File: src/rtl/imem_boot_loader.sv
// Byte-stream boot loader: packs big-endian bytes into 32-bit words,
// writes them into instruction memory, then releases the core from reset.
module imem_boot_loader #(
    parameter int ADDR_W = 6
) (
    input  logic              clk,
    input  logic              rst,
    input  logic              start,
    input  logic [ADDR_W:0]   word_count,
    input  logic              byte_valid,
    input  logic [7:0]        byte_data,
    output logic              byte_ready,
    output logic              imem_we,
    output logic [ADDR_W-1:0] imem_addr,
    output logic [31:0]       imem_wdata,
    output logic              cpu_rst,
    output logic              busy,
    output logic              done
);

    localparam logic [1:0] S_IDLE    = 2'd0;
    localparam logic [1:0] S_LOAD    = 2'd1;
    localparam logic [1:0] S_WRITE   = 2'd2;
    localparam logic [1:0] S_RELEASE = 2'd3;

    localparam logic [ADDR_W:0]   DEPTH = {1'b1, {ADDR_W{1'b0}}};
    localparam logic [ADDR_W:0]   ONE_W = {{ADDR_W{1'b0}}, 1'b1};
    localparam logic [ADDR_W-1:0] ONE_A = {{(ADDR_W-1){1'b0}}, 1'b1};

    logic [1:0]        r_state;
    logic [ADDR_W-1:0] r_addr;
    logic [31:0]       r_wdata;
    logic [23:0]       r_shift;
    logic [1:0]        r_bcnt;
    logic [ADDR_W:0]   r_wcnt;
    logic [ADDR_W:0]   r_count;
    logic              r_cpu_rst;
    logic              r_busy;
    logic              r_done;

    logic              w_xfer;
    logic [ADDR_W:0]   w_count;
    logic [ADDR_W:0]   w_wcnt_nxt;

    assign byte_ready = (r_state == S_LOAD);
    assign imem_we    = (r_state == S_WRITE);
    assign imem_addr  = r_addr;
    assign imem_wdata = r_wdata;
    assign cpu_rst    = r_cpu_rst;
    assign busy       = r_busy;
    assign done       = r_done;

    assign w_xfer     = byte_valid & byte_ready;
    assign w_wcnt_nxt = r_wcnt + ONE_W;

    // Zero or oversize requests load the whole memory
    assign w_count = ((word_count == '0) || (word_count > DEPTH)) ?
                     DEPTH : word_count;

    always_ff @(posedge clk) begin
        if (rst) begin
            r_state   <= S_IDLE;
            r_addr    <= '0;
            r_wdata   <= '0;
            r_shift   <= '0;
            r_bcnt    <= '0;
            r_wcnt    <= '0;
            r_count   <= '0;
            r_cpu_rst <= 1'b1;
            r_busy    <= 1'b0;
            r_done    <= 1'b0;
        end else begin
            r_done <= 1'b0;
            case (r_state)
                S_IDLE: begin
                    // The done cycle is IDLE too, but a start there is dropped
                    if (start && !r_done) begin
                        r_count   <= w_count;
                        r_addr    <= '0;
                        r_bcnt    <= '0;
                        r_wcnt    <= '0;
                        r_busy    <= 1'b1;
                        r_cpu_rst <= 1'b1;
                        r_state   <= S_LOAD;
                    end
                end
                S_LOAD: begin
                    if (w_xfer) begin
                        if (r_bcnt == 2'd3) begin
                            r_wdata <= {r_shift, byte_data};
                            r_bcnt  <= '0;
                            r_state <= S_WRITE;
                        end else begin
                            r_shift <= {r_shift[15:0], byte_data};
                            r_bcnt  <= r_bcnt + 2'd1;
                        end
                    end
                end
                S_WRITE: begin
                    r_wcnt <= w_wcnt_nxt;
                    // Final word keeps its address so a full load never wraps
                    if (w_wcnt_nxt == r_count) begin
                        r_state <= S_RELEASE;
                    end else begin
                        r_addr  <= r_addr + ONE_A;
                        r_state <= S_LOAD;
                    end
                end
                S_RELEASE: begin
                    r_busy    <= 1'b0;
                    r_cpu_rst <= 1'b0;
                    r_done    <= 1'b1;
                    r_state   <= S_IDLE;
                end
                default: r_state <= S_IDLE;
            endcase
        end
    end

endmodule
File: config.mk
export PLATFORM = sky130hd
export DESIGN_NAME = imem_boot_loader
export DESIGN_NICKNAME = d
export VERILOG_FILES = /design/src/rtl/imem_boot_loader.sv
export SDC_FILE = /design/constraint.sdc
export NUM_CORES = 1
export LEC_CHECK = 0
export ABC_CLOCK_PERIOD_IN_PS = 2050
export CELL_PAD_IN_SITES_DETAIL_PLACEMENT = 0
export CELL_PAD_IN_SITES_GLOBAL_PLACEMENT = 1
export CORE_UTILIZATION = 34
export CTS_CLUSTER_DIAMETER = 80
export DETAILED_ROUTE_END_ITERATION = 10
export PLACE_DENSITY_LB_ADDON = 0.1
export SYNTH_ARGS = -nofsm -noshare
export SYNTH_HDL_FRONTEND = slang
export SYNTH_SLANG_ARGS = --single-unit
File: constraint.sdc
create_clock -name clk -period 2.05 [get_ports clk]
set_clock_uncertainty 0.05 [all_clocks]
set_input_delay 0.3075 -clock clk [delete_from_list [all_inputs] [get_ports clk]]
set_output_delay 0.3075 -clock clk [all_outputs]
set_load 0.005 [all_outputs]
# Word level (Yosys, flattened, before mapping)
# Cells that the tools add are included.
[word_totals]
register_bits = 83
latchBits = 0
ram_bits = 0
mem_bits_ro = 0
input_bits = 19
out_inout_bits = 43
wordCells = 59
memories = 0
[classes]
add_sub_neg = 3
mul = 0
div_mod_pow = 0
order_cmp = 1
n_eq_ne = 9
shifts = 0
n_mux = 18
bitwise_logic = 2
n_reduce_logical = 16
[op_table]
columns = ["op", "n"]
rows = [
  ["AND reduction 3 bit", 5],
  ["two-way mux 2 bit", 7],
  ["two-way mux 7 bit", 2],
  ["one-hot mux 7 bit (2 select lines)", 1],
  ["two-way mux 6 bit", 2],
  ["one-hot mux 6 bit (2 select lines)", 1],
  ["one-hot mux 2 bit (4 select lines)", 1],
  ["adder 7 x 1 -> 7 bit, second input constant", 1],
  ["equality test 7 bit", 1],
  ["greater-than comparator 7 bit, second input constant", 1],
  ["logical NOT 7 bit", 1],
  ["adder 6 x 1 -> 6 bit, second input constant", 1],
  ["equality test 2 bit, second input constant", 3],
  ["AND reduction 2 bit", 3],
  ["nonzero test 2 bit", 3],
  ["!= test 2 x 1 -> 1 bit, second input constant", 2],
  ["!= test 2 bit, second input constant", 2],
  ["one-hot mux 2 bit (2 select lines)", 1],
  ["adder 2 x 1 -> 2 bit, second input constant", 1],
  ["equality test 2 x 1 -> 1 bit, second input constant", 1],
  ["logical NOT 2 bit", 1],
  ["two-way mux 1 bit", 2],
  ["one-hot mux 1 bit (2 select lines)", 1],
  ["bitwise AND 1 bit", 1],
  ["4 further kinds", 4],
]

# Depth between registers and ports, before layout
[logic_depth]
word_depth = 4
ltp_mapped = 8
mapped_depth_nobuf = 7

# Worst setup path after synthesis
# OpenSTA, ideal clock, no wires.
[synth_path]
path_kind = "register -> register"
startpoint = "register r_wcnt[0]"
endpoint = "register r_addr[5], in the netlist imem_addr[5]"
setup_ps = 70
t_arrival_ps = 1944
required_time_ps = 1930
setup_slack_ps = -14
stages_incl_launch_ff = 8
n_path_buf = 0
synth_period_minus_slack_ps = 2064
cell_sequence = "dfxtp_1 ha_1 and3_1 and3_1 xnor2_1 a31o_4 or4_1 a21oi_1"
[synth_between]
elab_chain_cells = 4
[synth_rtl]
columns = ["element", "line", "rtl"]
rows = [
  ["start: declaration", "35", "logic [ADDR_W:0] r_wcnt;"],
  ["start signal: assignment", "100", "r_wcnt <= w_wcnt_nxt;"],
  ["adder 7 x 1 -> 7 bit", "54", "assign w_wcnt_nxt = r_wcnt + ONE_W;"],
  ["equality test 7 bit", "102", "if (w_wcnt_nxt == r_count) begin"],
  ["!= test 2 bit (no line)", "--", ""],
  ["AND reduction 3 bit (no line)", "--", ""],
  ["end signal: assignment", "105", "r_addr <= r_addr + ONE_A;"],
  ["end: declaration", "31", "logic [ADDR_W-1:0] r_addr;"],
]
# No other way between the ends.
# A chain may end at the register's enable or synchronous reset.

# Worst setup path after layout
[layout_path]
startpoint = "register r_wcnt[1]"
endpoint = "register r_addr[4], in the netlist imem_addr[4]"
# The elaborated chain is that of the path after synthesis.

==> results.tsv <==
stage	metric	value	unit
logic_synthesis	syn nets	434	
sta	slew margin rel.	0.679	
grt	pin count of the biggest net entering global routing	67	
cells_and_area	final core utilization	0.468	
grt	antenna violations before repair	0	
setup_path	crit path cell chain	ha_4, and3_1, and3_4, xnor2_2, a31o_4, or4_4, a21oi_2	
drt	DR iter-0 viols	109	
power_and_ir_drop	clock network power share	0.367	
setup_path	CP Capture Point	imem_addr[4]	
placed_design	Placer Congestion	0.755	
cts	Worst-path clk slew	0.09	ns
worst_hold_path	Worst Hold Class	in2reg	
grt	vias in the first global route	2752	
logic_synthesis	post-synth top area cell	dfxtp_1	
drt	Residual DRC	0	
power_and_ir_drop	P_int	2.18	mW
grt	grt total ovfl	0	
cts	Skew-Pair Late Insertion Delay	0.35	ns
logic_synthesis	top-area cell type share of the netlist area	0.515	
cts	H-tree levels	3	
logic_synthesis	Yosys warning total	0	
sta	final setup vio count	0	
logic_synthesis	post-synthesis sequential area ratio	0.515	
power_and_ir_drop	Peak VDD IR	245	uV
cells_and_area	Final Cell Area	4300	sq um
floorplan	Core Rows	35	
cts	Clock Tree Root	clkbuf_8	
setup_path	r2r endpoint	imem_addr[4]	
sta	Max Transition Viols Final	0	
setup_path	Setup CP Type	reg2reg	
setup_path	Startpoint Class	flop	
logic_synthesis	synthesized instance count	412	
logic_synthesis	Synth Area per Inst	7.83	sq um
setup_path	critical path depth	7	
sta	final count of hold timing violations	0	
grt	GRT Resource Usage Total	0.166	
cells_and_area	Nets	499	
sta	Hold WS	0.288	ns
cells_and_area	commonest non-fill, non-tap cell in the layout	nand2_1	
drt	vias	2869	
cts	Sink Count	83	
placed_design	DP Cell Count	576	
power_and_ir_drop	pwr/cell area	677	nW/um^2
drt	ANT nets after route	0	
floorplan	die area	9880	sq um
outcome	status	completed	
drt	drt wl/cell	12.8	microns
logic_synthesis	Unique masters post-synth	30	
setup_path	R2R setup slack	0.05	ns
cts	CTS tree	done	
sta	Max Freq	0.501	GHz
setup_path	Worst EP arrival	2.24	ns
sta	worst-margin pin slew	0.481	ns
drt	Initial DRT Pass Iterations	5	
setup_path	Critical Path RT	2.29	ns
sta	slack of the critical path	0.0538	ns
floorplan	Initial Util	0.351	
setup_path	FF-to-FF path depth	7	
placed_design	placed cell area	4060	sq um
drt	Via density	4.84	
cts	Num CTS Buffers	9	
logic_synthesis	flops & latches, synth	83	
logic_synthesis	mapped cell area	3230	sq um
setup_path	Top delay family on crit path	simple AND/OR/NAND/NOR gates	
cells_and_area	Antenna diodes	0	
floorplan	io pins	62	
placed_design	Port Buffer Count	61	
placed_design	HPWL after DPL	5020	microns
power_and_ir_drop	Leakage Power	1.46	nW
setup_path	slowest stage cell on the critical path	or4_4	
sta	fin crit share	0.974	
floorplan	Core Area	9200	sq um
setup_path	crit-path max FO	5	
placed_design	dpl ws	-0.227	ns
setup_path	CP startpoint	r_wcnt[1]	
power_and_ir_drop	switching part of the total	0.253	
setup_path	Max stage delay on crit path	0.48	ns
cells_and_area	fin cells	593	
setup_path	CP endpoint kind	flop	
setup_path	crit path buf inv count	0	
sta	min Tclk post-route	2.00	ns
cells_and_area	share of layout cells above drive strength 1	0.110	
power_and_ir_drop	Comb pwr share	0.068	
logic_synthesis	dominant cells by area after synthesis	dfxtp_1 (51%), nand2_1 (14%), a21oi_1 (12%)	
floorplan	Die Y	99.4	microns
grt	first-pass GRT wire length	13000	microns
power_and_ir_drop	Sw Pwr	738	uW
floorplan	die width	99.4	microns
cts	clk buf depth	2	
power_and_ir_drop	Sequential Power Share	0.565	
setup_path	Reg2Reg Launch Point	r_wcnt[1]	
flow_run	max-cap violation count	0	
cells_and_area	fill count	939	
cells_and_area	most frequent cells in the layout	nand2_1 (123), dfxtp_1 (79), a21oi_1 (77)	
drt	routed wire length	7610	microns
cells_and_area	area grow syn2layout	33.3	%
==> worst min path at each step <==
stage | startpoint | depth (start not counted) | slack [ns] | end
after detailed placement | imem_wdata[29] | 2 | 0.40 | imem_wdata[29]
after global routing | rst | 2 | 0.30 | imem_wdata[29]
after floorplan | r_shift[16] | 2 | 0.38 | imem_wdata[24]
after global placement | imem_wdata[28] | 2 | 0.39 | imem_wdata[28]
final | rst | 2 | 0.29 | r_wcnt[2]
after CTS | rst | 2 | 0.28 | r_wcnt[2]
==> worst reg2reg max path: stages, from the launching register on <==
cell,delay (ns)
dfxtp_1,0.34
ha_4,0.18
and3_1,0.19
and3_4,0.19
xnor2_2,0.14
a31o_4,0.24
or4_4,0.48
a21oi_2,0.12
==> cells by family after synthesis <==
group,after synthesis,synth area share
buffers and inverters,27,0.0318
xor gates and xnor gates,12,0.0326
AOI/OAI and AO/OA,94,0.153
DFF,83,0.515
adders and majority gates,3,0.0116
and+or+nand+nor,193,0.256
==> power groups by stage <==
stage	registers, mW	clock network [mW]	logic [mW]
global placement	1.68	0	0.197
detailed placement	1.68	0	0.197
CTS	1.65	1.11	0.198
finish	1.65	1.07	0.199
global route	1.65	1.19	0.221
floorplan	1.68	0	0.0985
==> flip-flops by register name (all words and copies together), names as in the netlist <==
register,count
imem_wdata,32
r_shift,24
r_count,7
r_wcnt,7
imem_addr,6
r_bcnt,2
r_state,2
busy,1
cpu_rst,1
done,1
==> through the flow <==
step	TNS, ns	power [mW]
final	0	2.91
after global routing	-0.0255	3.06
after CTS	0	2.96
after detailed placement	-0.804	1.88
after global placement	-0.542	1.88
after floorplan	0	1.78
==> layout make-up <==
type	count	area, sq um	area share
clock buffer	10	128	0.0297
multi-input combinational	302	1520	0.353
inverter	2	7.51	0.00174
sequential	83	1670	0.387
clock inverter	6	51.3	0.0119
timing repair buffer	79	791	0.184
tap	111	139	0.0323
==> synthesized netlist by cell type (all sizes together) <==
| master | n |
|---|---|
| nand4 | 1 |
| nand2b | 2 |
| buf | 1 |
| a22oi | 2 |
| ha | 3 |
| o21ai | 9 |
| and3 | 4 |
| nor4 | 2 |
| xor2 | 4 |
| and4 | 1 |
| and2b | 1 |
| or4 | 2 |
| nor3 | 3 |
| dfxtp | 83 |
| a21oi | 79 |
| nor3b | 6 |
| inv | 2 |
| or3 | 1 |
| xnor2 | 8 |
| a211oi | 1 |
| nor2b | 3 |
| nand2 | 123 |
| nand3 | 10 |
| and2 | 1 |
| or2 | 2 |
| clkbuf | 24 |
| a31o | 1 |
| a31oi | 2 |
| nand4b | 1 |
| nor2 | 30 |
==> layer usage <==
metal  global-route usage  up-vias  share of wire
li1                     -     1493              -
met4               0.0509        0         0.0079
met3               0.0450        5          0.040
met2                0.263       53           0.45
met1                0.221     1318           0.51
met5                    0        -              0
==> what timing repair did <==
action / CTS / global route
hold endpoints to repair: 0 / 0
endpoints found under the setup margin: 1 / 5
gates resized for setup: 0 / 15
buffers inserted: 1 / 0
pin swaps: 1 / 2
hold buffers: 0 / 0
(Power assumes the default switching activity.)
